==> src/rtl/arith_op_sequencer.sv <==
// arith_op_sequencer: issue/capture front end for the 4-bit arithmetic unit.
// Registers operands, waits a settle time, samples D/COUT, keeps op statistics.
module arith_op_sequencer #(
    parameter int WIDTH  = 4,
    parameter int SETTLE = 1,
    parameter int CNT_W  = 8
) (
    input  logic             clk,
    input  logic             rst_n,
    input  logic             cmd_valid,
    output logic             cmd_ready,
    input  logic [WIDTH-1:0] cmd_x,
    input  logic [WIDTH-1:0] cmd_y,
    input  logic [1:0]       cmd_s,
    input  logic             cmd_cin,
    input  logic             cmd_a,
    input  logic             cmd_b,
    output logic [WIDTH-1:0] au_x,
    output logic [WIDTH-1:0] au_y,
    output logic [1:0]       au_s,
    output logic             au_cin,
    output logic             au_a,
    output logic             au_b,
    input  logic [WIDTH-1:0] au_d,
    input  logic             au_cout,
    output logic             res_valid,
    input  logic             res_ready,
    output logic [WIDTH-1:0] res_d,
    output logic             res_cout,
    output logic [1:0]       res_s,
    output logic             busy,
    input  logic             stat_clr,
    output logic [CNT_W-1:0] op_count,
    output logic [CNT_W-1:0] carry_count
);

    typedef enum logic [1:0] {
        ST_IDLE,
        ST_SETTLE,
        ST_CAPTURE
    } state_t;

    localparam logic [3:0] CNT_LD = 4'(SETTLE - 1);

    state_t     state;
    state_t     state_n;
    logic [3:0] cnt;
    logic       accept;
    logic       slot_free;
    logic       capture;

    assign cmd_ready = (state == ST_IDLE) && rst_n;
    assign busy      = (state != ST_IDLE);
    assign accept    = (state == ST_IDLE) && cmd_valid;
    assign slot_free = !res_valid || res_ready;
    assign capture   = (state == ST_CAPTURE) && slot_free;

    // State register.
    always_ff @(posedge clk or negedge rst_n) begin
        if (!rst_n) state <= ST_IDLE;
        else        state <= state_n;
    end

    // Next-state: settle countdown, then wait in CAPTURE for a free slot.
    always_comb begin
        state_n = state;
        unique case (state)
            ST_IDLE:    if (cmd_valid) state_n = ST_SETTLE;
            ST_SETTLE:  if (cnt == 4'd0) state_n = ST_CAPTURE;
            ST_CAPTURE: if (slot_free) state_n = ST_IDLE;
            default:    state_n = ST_IDLE;
        endcase
    end

    // Settle counter: loaded on accept, counts down while settling.
    always_ff @(posedge clk or negedge rst_n) begin
        if (!rst_n) begin
            cnt <= 4'd0;
        end else if (accept) begin
            cnt <= CNT_LD;
        end else if (state == ST_SETTLE && cnt != 4'd0) begin
            cnt <= cnt - 4'd1;
        end
    end

    // Operand registers: loaded on accept, held until the next command.
    always_ff @(posedge clk or negedge rst_n) begin
        if (!rst_n) begin
            au_x   <= '0;
            au_y   <= '0;
            au_s   <= 2'd0;
            au_cin <= 1'b0;
            au_a   <= 1'b0;
            au_b   <= 1'b0;
        end else if (accept) begin
            au_x   <= cmd_x;
            au_y   <= cmd_y;
            au_s   <= cmd_s;
            au_cin <= cmd_cin;
            au_a   <= cmd_a;
            au_b   <= cmd_b;
        end
    end

    // Result slot: a capture overrides a coincident pop.
    always_ff @(posedge clk or negedge rst_n) begin
        if (!rst_n) begin
            res_valid <= 1'b0;
            res_d     <= '0;
            res_cout  <= 1'b0;
            res_s     <= 2'd0;
        end else if (capture) begin
            res_valid <= 1'b1;
            res_d     <= au_d;
            res_cout  <= au_cout;
            res_s     <= au_s;
        end else if (res_valid && res_ready) begin
            res_valid <= 1'b0;
        end
    end

    // Statistics: clear wins over a coincident capture.
    always_ff @(posedge clk or negedge rst_n) begin
        if (!rst_n) begin
            op_count    <= '0;
            carry_count <= '0;
        end else if (stat_clr) begin
            op_count    <= '0;
            carry_count <= '0;
        end else if (capture) begin
            op_count    <= op_count + CNT_W'(1);
            carry_count <= carry_count + CNT_W'(au_cout);
        end
    end

endmodule

==> config.mk <==
export PLATFORM = sky130hd
export DESIGN_NAME = arith_op_sequencer
export DESIGN_NICKNAME = d
export VERILOG_FILES = /design/src/rtl/arith_op_sequencer.sv
export SDC_FILE = /design/constraint.sdc
export NUM_CORES = 1
export LEC_CHECK = 0
export ABC_AREA = 1
export CORE_MARGIN = 2
export CORE_UTILIZATION = 43
export CTS_BUF_LIST = sky130_fd_sc_hd__clkbuf_8
export DETAILED_ROUTE_END_ITERATION = 10
export PLACE_DENSITY = 0.87
export SETUP_SLACK_MARGIN = 0.5
export SLEW_MARGIN = 25
export SYNTH_ARGS = -nofsm -noshare
export SYNTH_HDL_FRONTEND = slang
export SYNTH_SLANG_ARGS = --single-unit
==> constraint.sdc <==
create_clock -name clk -period 1.2 [get_ports clk]
set_input_delay 0.3 -clock clk [delete_from_list [all_inputs] [get_ports clk]]
set_output_delay 0.3 -clock clk [all_outputs]
set_load 0.02 [all_outputs]
After elaboration in Yosys (flattened, before gate mapping)
Cells that the tools add are included.
Word-level totals
  flip-flop bits (word level): 43
  bits of input ports: 23
  logic and storage cells: 49
Cells by class
  mux-type cells: 12
  equal/unequal tests: 5
  add/subtract/negate cells: 3
  reductions and logical operators: 15
Operator list (count)
  $mux 8: 4
  $add 8x1->8: 1
  $add 8x1->8 const B: 1
  $mux 4: 2
  $reduce_bool 2->1: 4
  $mux 2: 3
  $ne 2x2->1 const B: 3
  $pmux 2 s3: 1
  $logic_and 1x1->1: 5
  $logic_not 4->1: 1
  $reduce_bool 4->1: 1
  $sub 4x1->4 const B: 1
  $reduce_and 3->1: 1
  $eq 2x1->1 const B: 1
  $eq 2x2->1 const B: 1
  $logic_not 2->1: 1
  $mux 1: 2
  $logic_not 1->1: 1
  $logic_or 1x1->1: 1

Longest topological paths before layout
  depth after elaboration: 5
  gate-level depth with buffers: 8

Worst setup path before layout
No wires, ideal clock.
  path type: register -> register
  from: reg carry_count[0]
  to: reg carry_count[4]
  period minus slack after synthesis: 1.303 ns
  cell stages (with the launch flop): 8
  arrival time: 1.184 ns
  path buffers: 0
  library setup time: 0.119 ns
  setup slack: -0.103 ns
  path through: dfrtp_1 ha_1 ha_1 inv_1 nor2_1 nand3_1 nand2_1 nor2_1
Between the ends
  word-level cells in the longest chain between the ends: 3
Ends and longest elaborated chain
  start, declared: RTL line 34  | output logic [CNT_W-1:0] carry_count
  start signal, assigned: RTL line 132  | carry_count <= carry_count + CNT_W'(au_cout);
  $add 8x1->8: RTL line 132
  $mux 8: RTL line 130  | end else if (capture) begin
  $mux 8: RTL line 127  | end else if (stat_clr) begin
No other way between the ends. The select of a mux whose other input is x is not followed.
A chain may end at the register's enable or synchronous reset.

Worst setup path in the final report
  from: reg state[1]
  to: reg op_count[2]
Between the ends
  word-level cells in the longest chain between the ends: 3
Ends and longest elaborated chain
  start, declared: RTL line 45  | state_t state;
  start signal, assigned: RTL line 61  | else state <= state_n;
  $eq 2x2->1: RTL line 56  | assign capture = (state == ST_CAPTURE) && slot_free;
  $logic_and 1x1->1: RTL line 56
  $reduce_bool 2->1 (no line)
  end signal, assigned: RTL line 131  | op_count <= op_count + CNT_W'(1);
  end, declared: RTL line 33  | output logic [CNT_W-1:0] op_count,
No other way between the ends.

==> flow_metrics.env <==
export IMPL_outcome="complete, but fails checks"
export IMPL_violations="negative setup slack"
export IMPL_cts_root_buf="clkbuf_8"
export IMPL_core_um2=4440
export IMPL_wire_per_inst_um=14.1
export IMPL_htreeDepth=2
export IMPL_drt_pass1_iterations=4
export IMPL_worstPathMaxFanout=6
export IMPL_antenna_left=0
export IMPL_worst_pin_slew_ns=0.527
export IMPL_power_leakage_nw=1.71
export IMPL_setup_tns_ns=-3.57
export IMPL_die_w_um=72.4
export IMPL_hold_path_class="in -> async"
export IMPL_seq_area_um2=1110
export IMPL_cp_required_ns=1.40
export IMPL_path_class="reg -> reg"
export IMPL_slew_violations=0
export IMPL_synth_ff_latch_count=43
export IMPL_ios=62
export IMPL_n_antenna_cell=0
export IMPL_ys_seq_area_share_pct=53.5
export IMPL_postSynthNetCount=254
export IMPL_grt_ovfl_total=0
export IMPL_grt_pass1_wl_mm=9.17
export IMPL_drive_gt1_share_pct=54.5
export IMPL_final_common_cell="nand2_1"
export IMPL_antenna_found_initial=0
export IMPL_syn_area_um2=2010
export IMPL_fin_crit_sh_pct=116
export IMPL_avgSynthCellArea_um2=8.90
export IMPL_fmax_ghz=0.716
export IMPL_finalHoldViolations=0
export IMPL_syn_inst=226
export IMPL_fin_area_um2=3550
export IMPL_clk_pin_slew_ns=0.08
export IMPL_drt_initial_drc_count=140
export IMPL_layout_common_cells="nand2_1, buf_6, buf_4, dfrtp_2, nor2_1"
export IMPL_num_rows=24
export IMPL_drcViolationCount=0
export IMPL_area_growth_pct=76.4
export IMPL_timing_critical_path_arrival_ns=1.60
export IMPL_yosys_warnings=0
export IMPL_rsz0062_at_grt="yes"
export IMPL_finClkSkew_ns=0.00467
export IMPL_final_nets=374
export IMPL_maxCapViolCount=0
export IMPL_numCtsBuffers=5
export IMPL_dp_cells=364
export IMPL_numPortBuffers=61
export IMPL_cp_start_kind="register"
export IMPL_fillers=255
export IMPL_multi_input_area_um2=1030
export IMPL_clk_latency_ns=0.29
export IMPL_start_util_pct=45.2
export IMPL_clock_sinks=43
export IMPL_dp_slack_ns=-0.383
export IMPL_grt_start_max_net_pins=44
export IMPL_viasPerCell=4.90
export IMPL_die_h_um=72.4
export IMPL_tritoncts="built"
export IMPL_maxSlewHeadroom_pct=64.9
export IMPL_setup_ws_ns=-0.196
export IMPL_power_density_nw_per_um2=2100
export IMPL_finalSetupViolations=37
export IMPL_r2r_setup_slack_ns=-0.20
export IMPL_grt_use_total_pct=22.4
export IMPL_placed_cell_area_um2=3010
export IMPL_grt_pass1_vias=2056
export IMPL_instances_no_fill=399
export IMPL_critPathCaptureType="register"
export IMPL_cts_buffer_depth=2
export IMPL_vdd_drop_max_mv=1.51
export IMPL_finalCriticalPeriod_ns=1.40
export IMPL_dp_hpwl_mm=3.46
export IMPL_die_area_um2=5240
export IMPL_synth_cell_types=23
export IMPL_p_total_w=0.00744
export IMPL_totalWireLength_mm=5.61
export IMPL_vias=1957
export IMPL_place_gp_congestion=0.810
[through the flow]
step	utilization, %	hold WS [ns]
finish	79.8	0.142
global route	79.8	0.182
CTS	76.9	0.160
detailed placement	67.6	0.477
global placement	67.6	0.474
floorplan	-	0.00441
[flip-flops by register name, indices dropped and copies added (netlist names)]
register     cells
res_d            4
carry_count      8
res_valid        1
res_cout         1
au_y             4
res_s            2
au_cin           1
au_b             1
op_count         8
state            2
cnt              4
au_x             4
au_a             1
au_s             2
[critical path, cell delays in order, from the launching register on]
cell and delay [ns]:
dfrtp_1 0.41, buf_4 0.13, buf_6 0.12, inv_4 0.04
nor2_4 0.12, nand2_4 0.12, buf_6 0.15, o31ai_2 0.21
[metal layers]
| metal | routed length (µm) | share of wire [%] | track usage [%] |
|---|---|---|---|
| met1 | 2240 | 40 | 26.8 |
| met2 | 2880 | 51 | 38.8 |
| met3 | 369 | 6.6 | 6.39 |
| met4 | 127 | 2.3 | 7.61 |
| met5 | 0 | 0 | 0 |
[report_power, final]
| group | leakage, nW | switching (W) | internal, W |
|---|---|---|---|
| registers | 0.513 | 0.000354 | 0.00194 |
| logic | 1.14 | 0.00194 | 0.00204 |
| clock network | 0.0612 | 0.000495 | 0.000674 |
[worst paths after layout]
check,start,to,depth (start not counted)
min in group clk,au_cout,res_cout$_DFFE_PN0P_,3
worst min register to register,res_d[1]$_DFFE_PN0P_,res_d[1]$_DFFE_PN0P_,2
worst min-delay path,rst_n,carry_count[4]$_DFFE_PN0P_,2
max in group asynchronous,rst_n,res_d[3]$_DFFE_PN0P_,2
worst max-delay path,state[1]$_DFFE_PN0P_,op_count[2]$_DFFE_PN0P_,7
worst max register to register,state[1]$_DFFE_PN0P_,op_count[2]$_DFFE_PN0P_,7
[cells in the mapped netlist (all sizes together)]
| master | n | area [µm²] |
|---|---|---|
| nand2 | 64 | 250 |
| nand4 | 2 | 12.5 |
| xnor2 | 1 | 8.76 |
| dfrtp | 43 | 1080 |
| a21oi | 3 | 15.0 |
| o21ai | 9 | 45.0 |
| xor2 | 1 | 8.76 |
| o31ai | 1 | 12.5 |
| nor3b | 3 | 22.5 |
| nand3 | 15 | 75.1 |
| nor2 | 36 | 145 |
| ha | 5 | 62.6 |
| mux2 | 11 | 135 |
| o22ai | 1 | 6.26 |
| clkbuf | 1 | 3.75 |
| inv | 27 | 101 |
| buf | 3 | 30.0 |
[logic make-up (layout without fill, tap and decap cells)]
group	Yosys count	count (layout)	synth area share, %
XOR/XNOR	2	2	0.871
buffers and inverters	31	150	6.72
flip-flops	43	43	53.5
AO/OA/AOI/OAI	14	14	3.92
AND/OR/NAND/NOR	120	122	25.1
multiplexers	11	11	6.72
adder cells (fa/ha/maj)	5	5	3.11
[what timing repair did]
action / 4_1_cts / 5_1_grt
setup buffers: 15 / 9
endpoints found under the setup margin: 82 / 82
resized for setup: 271 / 17
cloned: 2 / 1
pin swaps: 11 / 10
hold buffers: 0 / 0
[final cells by class]
cell class | count | share of cell area (%)
Sequential cell | 43 | 31.3
Clock buffer | 6 | 2.33
Clock inverter | 2 | 0.988
Tap cell | 52 | 1.83
Multi-Input combinational cell | 154 | 29.1
Inverter | 27 | 3.07
Timing Repair Buffer | 115 | 31.4
Note: power is estimated with default switching activity, not from simulation.
